File: src/rtl/sdram_checker_fifo.sv
// sdram_checker_fifo: show-ahead FIFO holding addresses of reads awaiting their data.
module sdram_checker_fifo #(
    parameter int Width = 23,
    parameter int Depth = 8
) (
    input  logic                     clk,
    input  logic                     rst,
    input  logic                     push_i,
    input  logic [Width-1:0]         data_i,
    input  logic                     pop_i,
    output logic [Width-1:0]         data_o,
    output logic                     full_o,
    output logic                     empty_o,
    output logic [$clog2(Depth):0]   count_o
);
    localparam int PW = $clog2(Depth);
    localparam logic [PW:0] Full = Depth[PW:0];

    logic [Width-1:0] mem_q [Depth];
    logic [PW-1:0] wr_q, rd_q;
    logic [PW:0] cnt_q;
    logic do_push, do_pop;

    // a pop frees the slot in the same cycle, so a full FIFO can still accept
    assign do_pop = pop_i && cnt_q != '0;
    assign do_push = push_i && (cnt_q != Full || do_pop);
    assign data_o = mem_q[rd_q];
    assign full_o = cnt_q == Full;
    assign empty_o = cnt_q == '0;
    assign count_o = cnt_q;

    always_ff @(posedge clk)
        if (do_push) mem_q[wr_q] <= data_i;

    always_ff @(posedge clk or posedge rst) begin
        if (rst) begin
            wr_q <= '0;
            rd_q <= '0;
            cnt_q <= '0;
        end else begin
            if (do_push) wr_q <= wr_q + PW'(1);
            if (do_pop) rd_q <= rd_q + PW'(1);
            cnt_q <= cnt_q + {{PW{1'b0}}, do_push} - {{PW{1'b0}}, do_pop};
        end
    end
endmodule

File: config.mk
export PLATFORM = sky130hd
export DESIGN_NAME = sdram_checker_fifo
export DESIGN_NICKNAME = d
export VERILOG_FILES = /design/src/rtl/sdram_checker_fifo.sv
export SDC_FILE = /design/constraint.sdc
export NUM_CORES = 1
export LEC_CHECK = 0
export ABC_AREA = 1
export BUFFER_PORTS_ARGS = -buffer_cell sky130_fd_sc_hd__buf_2
export CORE_ASPECT_RATIO = 0.7
export CORE_MARGIN = 5
export CORE_UTILIZATION = 45
export CTS_CLUSTER_SIZE = 12
export DETAILED_ROUTE_END_ITERATION = 7
export PLACE_DENSITY_LB_ADDON = 0.08
export SYNTH_ARGS = -nofsm -noshare
export SYNTH_HDL_FRONTEND = slang
export SYNTH_SLANG_ARGS = --single-unit
File: constraint.sdc
create_clock -name clk -period 4.6 [get_ports clk]
set_input_delay 1.15 -clock clk [delete_from_list [all_inputs] [get_ports clk]]
set_output_delay 1.15 -clock clk [all_outputs]
set_load 0.02 [all_outputs]
### Word level (Yosys, flattened, before mapping)

Memory sizes are Yosys's and may differ from the RTL's.
Index checks and enable logic that the tools add are counted.

| storage, ports and cells | value |
|---|---|
| register bits after elaboration | 10 |
| latch bits | 0 |
| memory bits (writable) | 184 |
| bits in read-only memories | 0 |
| output and inout bits | 29 |
| logic and storage cells | 17 |
| memories kept | 1 |

Memory list:

| memory | depth | width | rd ports | clocked after Yosys merged registers in | write ports | line | RTL |
|---|---|---|---|---|---|---|---|
| mem_q | 8 | 23 | 1 | 0 | 1 | 19 | `logic [Width-1:0] mem_q [Depth];` |

| operators by class | value |
|---|---|
| add/sub/neg operators | 4 |
| multipliers | 0 |
| div/mod/pow operators | 0 |
| magnitude comparators | 0 |
| eq/ne operators | 2 |
| shift-type cells | 0 |
| mux-type cells | 2 |
| bitwise operators | 0 |
| reductions and logical operators | 5 |

Operators with widths:

| cell | count |
|---|---|
| adder 3 x 1 -> 3 bit, second input constant | 2 |
| adder 4 x 1 -> 4 bit | 1 |
| equality test 4 bit, second input constant | 1 |
| logical NOT 4 bit | 1 |
| != test 4 bit, second input constant | 1 |
| nonzero test 4 bit | 1 |
| subtractor 4 x 1 -> 4 bit | 1 |
| logical AND 1 bit | 2 |
| 2-to-1 mux 1 bit | 2 |
| logical OR 1 bit | 1 |

### Logic depth before layout (Yosys ltp)

Gate-level depths: netlist (run 1).

| depth | value |
|---|---|
| word-level depth | 6 |
| mapped depth | 11 |
| depth with buffers taken out | 11 |

### Least setup slack after synthesis (run 1)

OpenSTA, ideal clock, no wires.

| timing path | value |
|---|---|
| path type | input -> register |
| start | input port pop_i |
| end | memory mem_q[2][0] (enable) |
| library setup time | 403 ps |
| arrival time | 2465 ps |
| data required time | 4197 ps |
| path slack | 1732 ps |
| cell stages on the path | 4 |
| buffers on the path | 0 |
| path through | nand2_2 -> nand2_2 -> nand3_1 -> nor2_1 |

| on the way | value |
|---|---|
| word-level cells in the longest chain between the ends | 5 |

RTL lines:

| element | line | RTL |
|---|---|---|
| start: declaration | 10 | `input logic pop_i,` |
| logical AND 1 bit | 25 | `assign do_pop = pop_i && cnt_q != '0;` |
| logical OR 1 bit | 26 | `assign do_push = push_i && (cnt_q != Full \|\| do_pop);` |
| logical AND 1 bit | 26 |  |
| 2-to-1 mux 1 bit | 33 | `if (do_push) mem_q[wr_q] <= data_i;` |
| 2-to-1 mux 1 bit (not written as such) | 33 |  |
| end: declaration | 19 |  |

No other way between the ends.

### Worst setup path after layout (run 1)

| timing path | value |
|---|---|
| start | register rd_q[0] |
| end | output port data_o[22] |

| on the way | value |
|---|---|
| word-level cells in the longest chain between the ends | 1 |

RTL lines:

| element | line | RTL |
|---|---|---|
| start: declaration | 20 | `logic [PW-1:0] wr_q, rd_q;` |
| start signal: assignment | 42 | `if (do_pop) rd_q <= rd_q + PW'(1);` |
| memory (8 x 23 bit) | n/a |  |
| end: declaration | 11 | `output logic [Width-1:0] data_o,` |

No other way between the ends.

==> metrics.md, run 1 <==
| Metric | Value |
|---|---|
| Total global routing overflow | `0` |
| Horiz. Die Dim | `about 170 µm` |
| Synth area leader | `sky130_fd_sc_hd__edfxtp_1` |
| Initial antenna violation count | `0` |
| Layout Nets | `approximately 770` |
| Placed cell area | `between 8000 and 9000 µm²` |
| Instance count of the mapped netlist | `688` |
| Number of synthesized flops with an enable pin | `184` |
| Number of sinks handled by clock tree synthesis | `194` |
| Depth of the worst hold-timing path | `1` |
| Clock transition at the registers of the reported paths | `approximately 0.060 ns` |
| Yosys synthesis warning count | `0` |
| Remaining DRCs | `0` |
| Effective utilization at floorplan | `0.455` |
| Pins Over Slew Limit | `0` |
| CTS buffer count | `17` |
| Number of library cell types mapped by synthesis | `24` |
| Share of synthesized flip-flops with an asynchronous set or reset | `0.0515` |
| Register-to-register setup slack | `2.22 ns` |
| IR Drop Worst-Case VDD | `600 µV` |
| Die Ht | `123 µm` |
| Vias | `~5000` |
| Total inserted antenna cells | `0` |
| Post-Route M1 WL | `8.36 mm` |
| Drt pass-1 iters | `4` |
| Highest clock rate | `269 MHz` |
| Synth-to-layout area growth | `12.8%` |
| Worst reg2reg path startpoint | `count_o[2]` |
| Top cell type's share of synthesized area | `0.678` |
| Longest Clk Path Bufs | `2` |
| Power dissipated by switching net loads | `about 2.3 mW` |
| Critical path startpoint category | `register` |
| Share of total power in sequential cells | `0.394` |
| Total non-filler cell area in the finished layout | `roughly 9200 µm²` |
| PD cells | `approximately 650 nW/µm²` |
| Via count of the first global-routing pass | `4607` |
| Syn Nets | `723` |
| Total Wirelength | `around 17 mm` |
| Data required time of the critical path | `3.45 ns` |
| Number of placement rows | `41` |
| Run status | `completed` |
| R2r worst-path depth | `8` |
| Category of the most critical setup path | `reg -> out` |
| Final-layout setup total negative slack | `0 ns` |
| Clock skew | `0.00881 ns` |
| Register bit count reported by yosys | `approximately 190` |
| I/O pins | `56` |
| Primary flip-flop cell chosen by synthesis mapping | `sky130_fd_sc_hd__edfxtp_1` |
| Post-cts sizing count | `0` |
| Max-cap violation count | `0` |
| Uppermost signal routing layer after detailed routing | `met4` |
| RSZ-0062 raised after global routing | `no` |
| Final HPWL from detailed placement | `9.21 mm` |
| # fillers | `1561` |
| Routed length per instance | `17.3 µm` |
| Post-synth design cell area | `slightly above 8000 µm²` |
| Timing startpoint of the critical path | `rd_q[0]` |
| Switching part of the total | `0.380` |
| Buffers added on ports | `55` |
| Standard cell core area | `17900 µm²` |
| CTS tree | `yes` |
| Cell leakage power | `3.61 nW` |
| Hold Vio Cnt, Final | `0` |
| Cell internal pwr | `3.72 mW` |
| Delay of the slowest critical-path stage | `approximately 0.73 ns` |
| Count of routing violations after the opening detailed-route iteration | `between 400 and 500` |
| Synthesized area per cell | `11.8 µm²` |
| Remaining max-slew budget at the tightest pin | `0.346` |
| Part of the power in combinational logic | `0.365` |
| Hold Crit Start | `count_o[0]` |
| Most common library cells after synthesis | `sky130_fd_sc_hd__nand2_1 (221), sky130_fd_sc_hd__edfxtp_1 (184), sky130_fd_sc_hd__nor2_1 (81)` |
| Share of post-route cells with drive strength above 1 | `0.174` |
| Met3 WL post-DR | `941 µm` |
| Crit path buffers/inverters | `2` |
| DR WL met2 | `7.67 mm` |
| Worst Tran Pin Value | `0.982 ns` |
| Minimum period implied by the final worst setup slack | `3.72 ns` |
| Root Buffer | `sky130_fd_sc_hd__clkbuf_16` |
| Data arrival, critical path | `2.57 ns` |
| Routability-driven placement congestion ratio | `0.736` |
| Final total power | `roughly 6 mW` |
| Worst reg2reg endpoint | `mem_q[5][1]` |
| Crit share post-route | `0.808` |
| Capturing element type of the critical path | `primary output` |
| Slowest stage cell on the critical path | `sky130_fd_sc_hd__dfrtp_4` |
| DIE AREA | `~21000 µm²` |
| Final core utilization | `0.513` |
| Final setup violation count | `0` |
| Largest net degree at the start of global routing | `71` |
| Worst skew pair latency | `0.42 ns` |
| CTS Hold Buffers Added | `0` |
| Type of the most critical hold path | `reg -> reg` |
| Maximum fanout along the worst path | `70` |
| Share of synthesized area occupied by flip-flops and latches | `0.709` |
| Number of gates on the worst path with buffers counted | `8` |
| Crit path top cell by count | `sky130_fd_sc_hd__nand2_1` |
| Total global routing track utilization | `0.169` |
| Cell types occupying the most area after synthesis | `sky130_fd_sc_hd__edfxtp_1 (68%), sky130_fd_sc_hd__nand2_1 (10%), sky130_fd_sc_hd__nor2_1 (3.7%), sky130_fd_sc_hd__o211ai_2 (3.5%), sky130_fd_sc_hd__dfrtp_1 (3.1%)` |
| Wire length of the first global-routing pass | `26.3 mm` |
| Top-count cell post-synth | `sky130_fd_sc_hd__nand2_1` |
| Clock Power Share | `0.241` |
| Family with the most delay on the worst path | `buffers and inverters` |
| Number of buffers inserted by post-CTS setup repair | `0` |
| H-tree levels | `4` |
| Cell-by-cell trace of the critical path | `inv_4 -> nand2_1 -> nand2_1 -> nand2_1 -> o21ai_1 -> nand2_1 -> nand2_1 -> buf_2` |
| Vias per cell | `5.02` |
| Number of routed nets with antenna violations | `0` |
| Worst setup path endpoint | `data_o[22]` |
==> sequential cells by signal, indices dropped and copies added (netlist names) <==
signal   count
rd_q         3
count_o      4
mem_q      184
wr_q         3
==> worst min path at each step <==
stage                            end  slack (ns)
after floorplan              wr_q[0]        0.55
after global placement    count_o[0]        0.56
after detailed placement  count_o[0]        0.60
after CTS                 count_o[0]        0.61
after global routing      count_o[0]        0.64
final                     count_o[0]        0.61
==> stage by stage <==
step	cells	hold WS, ns	setup slack [ns]
detailed placement	956	0.596	1.32
finish	987	0.610	0.884
global route	987	0.636	0.572
floorplan	688	0.547	1.73
global placement	956	0.565	1.31
CTS	987	0.611	0.847
==> power by group through the flow <==
stage	Sequential (mW)	Clock (mW)	Combinational (mW)
2_1_floorplan	2.33	0	1.67
3_3_place_gp	2.40	0	2.19
3_5_place_dp	2.41	0	2.22
4_1_cts	2.37	1.48	2.23
5_1_grt	2.40	1.56	2.45
6_report	2.37	1.44	2.19
==> placed cells by master, fill, tap and decap left out, types with 9 or more instances in the layout <==
master,synthesis,routed
sky130_fd_sc_hd__o21ai_0,40,40
sky130_fd_sc_hd__o21ai_1,29,29
sky130_fd_sc_hd__inv_1,35,35
sky130_fd_sc_hd__clkbuf_16,0,17
sky130_fd_sc_hd__nand2_1,221,221
sky130_fd_sc_hd__nor2_1,81,73
sky130_fd_sc_hd__o211ai_2,23,23
sky130_fd_sc_hd__nand3_1,9,9
sky130_fd_sc_hd__edfxtp_1,184,184
sky130_fd_sc_hd__buf_2,14,55
sky130_fd_sc_hd__buf_4,5,11
==> final cells by class <==
type                       count  area, µm²  share of cell area
clock buffer                  19        433              0.0471
clock inverter                12        140              0.0152
multi-input combinational    422       2020               0.220
tap                          236        295              0.0321
sequential                   194       5780               0.629
timing repair buffer          67        378              0.0411
inverter                      37        141              0.0154
==> cells by family after synthesis <==
logic type,count (synthesis),share of synthesized area
AOI/OAI and AO/OA,94,0.0789
xor gates and xnor gates,5,0.00537
adders and majority gates,8,0.0132
buffers and inverters,72,0.0454
DFF,194,0.709
and+or+nand+nor,315,0.148
==> per-layer routing <==
layer  track usage  up-vias
li1              -     2432
met2         0.260      118
met3        0.0441       15
met1         0.246     2387
met4        0.0351        0
met5             0        -
(Power assumes the default switching activity.)
==> inputs of run 2 (changes only) <==
==> constraint.sdc (replaced) <==
create_clock -name clk -period 3.4 [get_ports clk]
set_input_delay 0.85 -clock clk [delete_from_list [all_inputs] [get_ports clk]]
set_output_delay 0.85 -clock clk [all_outputs]
set_load 0.02 [all_outputs]
==> run 2 against run 1 <==
Compared with the run above: flip-flop and latch count stayed put; worst setup slack worse by 0.47 ns; combinational power is 42% higher; non-clock buffer count is 3 higher; via count is 0.79% higher; sequential power is 31% higher; largest cell class unchanged; global-route usage is 0.93 points higher; critical path type unchanged.
==> metrics.md, run 2 (synthesis gave the netlist of run 1 again) <==
| Metric | Value |
|---|---|
| CTS tree | `yes` |
| Buffers added on ports | `55` |
| Remaining DRCs | `0` |
| Final setup violation count | `0` |
| Type of the most critical hold path | `in -> async` |
| Vias per cell | `~5` |
| Hold Vio Cnt, Final | `0` |
| Most common cell after layout, fill and taps aside | `sky130_fd_sc_hd__nand2_1` |
| PD cells | `894 nW/µm²` |
| Longest Clk Path Bufs | `2` |
| Share of total power in sequential cells | `0.374` |
| Post-cts sizing count | `0` |
| Vias | `4991` |
| Worst setup slack after placement | `0.869 ns` |
| Drt pass-1 iters | `4` |
| Number of placement rows | `41` |
| Register-to-register setup slack | `about 1.3 ns` |
| Initial antenna violation count | `0` |
| Root Buffer | `sky130_fd_sc_hd__clkbuf_16` |
| Horiz. Die Dim | `171 µm` |
| Crit share post-route | `0.878` |
| CTS Hold Buffers Added | `0` |
| Setup slack of the critical path after layout | `0.415 ns` |
| Maximum fanout along the worst path | `38` |
| Wire length of the first global-routing pass | `27.9 mm` |
| Worst reg2reg path startpoint | `count_o[2]` |
| RSZ-0062 raised after global routing | `no` |
| I/O pins | `56` |
| Cell leakage power | `3.66 nW` |
| Die Ht | `123 µm` |
| Worst skew pair latency | `0.43 ns` |
| Standard cell core area | `17900 µm²` |
| Switching part of the total | `0.384` |
| Pins Over Slew Limit | `0` |
| Cell internal pwr | `5.11 mW` |
| Layout Nets | `777` |
| Part of the power in combinational logic | `0.377` |
| Via count of the first global-routing pass | `4886` |
| Number of routed nets with antenna violations | `0` |
| # fillers | `1600` |
| Total global routing track utilization | `0.178` |
| Routability-driven placement congestion ratio | `0.759` |
| Number of sinks handled by clock tree synthesis | `194` |
| R2r worst-path depth | `8` |
| Top library cells by usage in the layout, fill and taps aside | `sky130_fd_sc_hd__nand2_1 (221), sky130_fd_sc_hd__edfxtp_1 (184), sky130_fd_sc_hd__nor2_1 (73), sky130_fd_sc_hd__buf_2 (55), sky130_fd_sc_hd__o21ai_0 (40)` |
| Share of post-route cells with drive strength above 1 | `0.187` |
| Synth-to-layout area growth | `13.8%` |
| Clock transition at the registers of the reported paths | `0.07 ns` |
| Category of the most critical setup path | `reg -> out` |
| Worst reg2reg endpoint | `mem_q[2][12]` |
| Routed length per instance | `between 15 and 20 µm` |
| Capturing element type of the critical path | `primary output` |
| Register containing the most flip-flops in the final layout | `mem_q` |
| DIE AREA | `20900 µm²` |
| Total global routing overflow | `0` |
| H-tree levels | `4` |
| Effective utilization at floorplan | `0.455` |
| Total inserted antenna cells | `0` |
| Timing startpoint of the critical path | `rd_q[0]` |
| Worst Tran Pin Value | `0.572 ns` |
| Minimum period implied by the final worst setup slack | `2.98 ns` |
| Data required time of the critical path | `2.55 ns` |
| Final-layout setup total negative slack | `0 ns` |
| Final HPWL from detailed placement | `9.46 mm` |
| Area of combinational cells with multiple inputs | `2020 µm²` |
| Total Wirelength | `17.7 mm` |
| Max-cap violation count | `0` |
| Remaining max-slew budget at the tightest pin | `0.619` |
| Run status | `completed` |
| Largest register FFs | `184` |
| Data arrival, critical path | `approximately 2.1 ns` |
| Clock Power Share | `0.249` |
| CTS buffer count | `17` |
| Clock skew | `0.0124 ns` |
| Power dissipated by switching net loads | `3.19 mW` |
| IR Drop Worst-Case VDD | `530 µV` |
| Critical path startpoint category | `register` |
| Count of routing violations after the opening detailed-route iteration | `447` |
| Number of buffers inserted by post-CTS setup repair | `0` |
| Highest clock rate | `335 MHz` |
| Largest net degree at the start of global routing | `117` |
| FF+latch area | `~5800 µm²` |
==> run 2: metrics by stage <==
stage	power [mW]	instance area [µm²]	utilization	std cells	hold WS, ns
after floorplan	5.41	8150	-	688	0.547
after global routing	8.86	9270	0.518	991	0.435
after global placement	6.27	8670	0.484	959	0.566
after CTS	8.41	9270	0.518	991	0.400
after detailed placement	6.33	8670	0.484	959	0.571
final	8.29	9270	0.518	991	0.408
==> run 2: layout make-up <==
class | count | share of cell area
Sequential cell | 194 | 0.623
Multi-Input combinational cell | 422 | 0.218
Clock buffer | 17 | 0.0459
Timing Repair Buffer | 70 | 0.0459
Tap cell | 236 | 0.0318
Clock inverter | 15 | 0.0196
Inverter | 37 | 0.0152
==> run 2: power by group through the flow <==
stage	Sequential [mW]	Combinational (mW)	Clock (mW)
floorplan	3.15	2.26	0
detailed placement	3.16	3.17	0
finish	3.11	3.12	2.07
CTS	3.11	3.18	2.12
global route	3.13	3.52	2.21
global placement	3.15	3.12	0
==> run 2: worst max-delay path, cell delays in order (launching register included) <==
cell and delay, ns:
sky130_fd_sc_hd__dfrtp_4 0.50, sky130_fd_sc_hd__inv_4 0.30, sky130_fd_sc_hd__buf_12 0.25, sky130_fd_sc_hd__nand2_1 0.07, sky130_fd_sc_hd__nand2_1 0.06, sky130_fd_sc_hd__nand2_1 0.05
sky130_fd_sc_hd__o21ai_1 0.09, sky130_fd_sc_hd__nand2_1 0.06, sky130_fd_sc_hd__nand2_1 0.10, sky130_fd_sc_hd__buf_2 0.17
==> run 2: worst max path at each step <==
| stage | end | slack (ns) |
|---|---|---|
| 3_5_place_dp | data_o[17] | 0.87 |
| 5_1_grt | data_o[14] | 0.21 |
| 4_1_cts | data_o[14] | 0.39 |
| 6_report | data_o[14] | 0.42 |
| 3_3_place_gp | data_o[14] | 0.90 |
| 2_1_floorplan | mem_q[2][0] | 0.82 |
==> run 2: per-layer routing <==
layer  routed length [µm]  GRT usage
met5                    0          0
met4                  157     0.0500
met3                  753     0.0393
met2                 8010      0.276
met1                 8790      0.258
==> inputs of run 3 (changes only) <==
--- a/config.mk
+++ b/config.mk
@@ -9,7 +9,7 @@
 export BUFFER_PORTS_ARGS = -buffer_cell sky130_fd_sc_hd__buf_2
 export CORE_ASPECT_RATIO = 0.7
 export CORE_MARGIN = 5
-export CORE_UTILIZATION = 45
+export CORE_UTILIZATION = 23
 export CTS_CLUSTER_SIZE = 12
 export DETAILED_ROUTE_END_ITERATION = 7
 export PLACE_DENSITY_LB_ADDON = 0.08
==> run 3 against run 2 <==
Compared with the run above: non-clock buffer count down 1; register-to-register slack worse by 0.12 ns; sequential power barely moved; core utilization down 24 points; flip-flop and latch count unchanged; critical path depth is 1 lower; largest power group unchanged; global-route usage is 7.2 points lower; first-iteration DRC count shrank 47%.
==> metrics.md, run 3 (synthesis gave the netlist of run 1 again) <==
| Metric | Value |
|---|---|
| Worst reg2reg endpoint | `mem_q[2][16]` |
| Layout Nets | `776` |
| Drt pass-1 iters | `6` |
| Category of the most critical setup path | `reg -> out` |
| Root Buffer | `sky130_fd_sc_hd__clkbuf_16` |
| Final HPWL from detailed placement | `11.1 mm` |
| Longest Clk Path Bufs | `2` |
| Highest clock rate | `330 MHz` |
| Share of post-route cells with drive strength above 1 | `0.184` |
| Top library cells by usage in the layout, fill and taps aside | `sky130_fd_sc_hd__nand2_1 (221), sky130_fd_sc_hd__edfxtp_1 (184), sky130_fd_sc_hd__nor2_1 (73), sky130_fd_sc_hd__buf_2 (55), sky130_fd_sc_hd__o21ai_0 (40)` |
| CTS tree | `yes` |
| FF+latch area | `5780 µm²` |
| Vias per cell | `a little over 4` |
| Total Wirelength | `around 20 mm` |
| Total inserted antenna cells | `0` |
| Standard cell core area | `34800 µm²` |
| Worst skew pair latency | `around 0.45 ns` |
| R2r worst-path depth | `8` |
| Die Ht | `167 µm` |
| Slowest stage cell on the critical path | `sky130_fd_sc_hd__buf_12` |
| Minimum period implied by the final worst setup slack | `between 3 and 4 ns` |
| I/O pins | `56` |
| PD cells | `approximately 870 nW/µm²` |
| Data required time of the critical path | `2.55 ns` |
| Wire length of the first global-routing pass | `31.5 mm` |
| Area of combinational cells with multiple inputs | `2020 µm²` |
| Horiz. Die Dim | `235 µm` |
| Cell internal pwr | `4.95 mW` |
| RSZ-0062 raised after global routing | `no` |
| CTS Hold Buffers Added | `0` |
| Part of the power in combinational logic | `0.394` |
| Timing startpoint of the critical path | `rd_q[0]` |
| Total global routing overflow | `0` |
| Worst setup path endpoint | `data_o[13]` |
| Critical path startpoint category | `register` |
| Data arrival, critical path | `about 2.2 ns` |
| Vias | `4953` |
| # fillers | `3658` |
| Final-layout setup total negative slack | `0 ns` |
| H-tree levels | `4` |
| Final total power | `8.23 mW` |
| Post-cts sizing count | `0` |
| Type of the most critical hold path | `in -> async` |
| Run status | `completed` |
| Total global routing track utilization | `0.107` |
| Remaining max-slew budget at the tightest pin | `0.580` |
| Worst Tran Pin Value | `between 0.6 and 0.7 ns` |
| Cell-by-cell trace of the critical path | `buf_12 -> nand2_1 -> nand2_1 -> nand2_1 -> o21ai_1 -> nand2_1 -> nand2_1 -> buf_2` |
| Pins Over Slew Limit | `0` |
| Synth-to-layout area growth | `16.7%` |
| Max-cap violation count | `0` |
| Delay of the slowest critical-path stage | `between 0.4 and 0.5 ns` |
| Clock Power Share | `0.229` |
| Effective utilization at floorplan | `0.234` |
| Largest net degree at the start of global routing | `between 100 and 150` |
| CTS buffer count | `17` |
| Switching part of the total | `0.399` |
| Power dissipated by switching net loads | `3.28 mW` |
| Initial antenna violation count | `1` |
| Register containing the most flip-flops in the final layout | `mem_q` |
| Share of total power in sequential cells | `0.377` |
| Crit share post-route | `0.891` |
| Maximum fanout along the worst path | `116` |
| Via count of the first global-routing pass | `5007` |
| Capturing element type of the critical path | `primary output` |
| Hold Vio Cnt, Final | `0` |
| Most common cell after layout, fill and taps aside | `sky130_fd_sc_hd__nand2_1` |
| Clock skew | `between 0.015 and 0.02 ns` |
| Number of placement rows | `between 50 and 60` |
| Clock transition at the registers of the reported paths | `0.07 ns` |
| Register-to-register setup slack | `1.21 ns` |
| Count of routing violations after the opening detailed-route iteration | `about 240` |
| Crit path top cell by count | `sky130_fd_sc_hd__nand2_1` |
| Remaining DRCs | `0` |
| Largest register FFs | `184` |
| DIE AREA | `just under 40000 µm²` |
| Buffers added on ports | `55` |
| Final setup violation count | `0` |
| Routability-driven placement congestion ratio | `0.689` |
| Number of sinks handled by clock tree synthesis | `194` |
| Worst reg2reg path startpoint | `count_o[2]` |
| Number of buffers inserted by post-CTS setup repair | `0` |
| Number of routed nets with antenna violations | `0` |
| Cell leakage power | `3.61 nW` |
| Routed length per instance | `roughly 17 µm` |
| IR Drop Worst-Case VDD | `612 µV` |
==> run 3: cell types whose count changed in the layout (fill, tap and decap cells not counted), moves of 2 or more <==
cell	change
sky130_fd_sc_hd__clkinv_2	+2
sky130_fd_sc_hd__bufinv_16	-2
sky130_fd_sc_hd__buf_4	-2
sky130_fd_sc_hd__inv_6	-3
sky130_fd_sc_hd__clkinvlp_4	+4
==> run 3: power by group through the flow <==
stage	Combinational [mW]	Clock (mW)	Sequential (mW)
2_1_floorplan	2.26	0	3.15
3_3_place_gp	3.33	0	3.15
3_5_place_dp	3.36	0	3.16
4_1_cts	3.37	1.96	3.11
5_1_grt	3.65	2.08	3.13
6_report	3.24	1.88	3.10
==> run 3: metrics by stage <==
stage                     std cells  setup slack (ns)  utilization  hold slack (ns)  area (µm²)
final                          1226             0.372        0.273            0.368        9510
after CTS                      1226             0.346        0.273            0.373        9510
after detailed placement       1194             0.853        0.258            0.593        8970
after global placement         1194             0.852        0.258            0.579        8970
after floorplan                 688             0.815            -            0.547        8150
after global routing           1226             0.186        0.273            0.383        9510
==> run 3: how the worst min path moves through the flow <==
stage / startpoint / to / depth (start not counted)
floorplan: wr_q[0] / wr_q[0] / 2
global placement: count_o[0] / count_o[0] / 1
global route: rst / count_o[0] / 2
CTS: rst / count_o[2] / 2
finish: rst / count_o[0] / 2
detailed placement: count_o[0] / count_o[0] / 1
==> run 3: final cells by class <==
cell class | instances | area share
Timing Repair Buffer | 69 | 0.0453
Inverter | 37 | 0.0149
Clock buffer | 17 | 0.0447
Multi-Input combinational cell | 422 | 0.213
Clock inverter | 15 | 0.0125
Sequential cell | 194 | 0.608
Tap cell | 472 | 0.0621
==> run 3: metal layers <==
layer | GRT usage | part of all wire
met4 | 0.0251 | 0.0092
met1 | 0.145 | 0.49
met2 | 0.170 | 0.46
met5 | 0 | 0.00097
met3 | 0.0306 | 0.035
==> run 3: worst max-delay path, delay by kind of cell (launching register included) <==
family          cells  cell delay, ns
buf+inv             2            0.66
flops               1            0.45
simple gates        5            0.44
compound gates      1            0.09
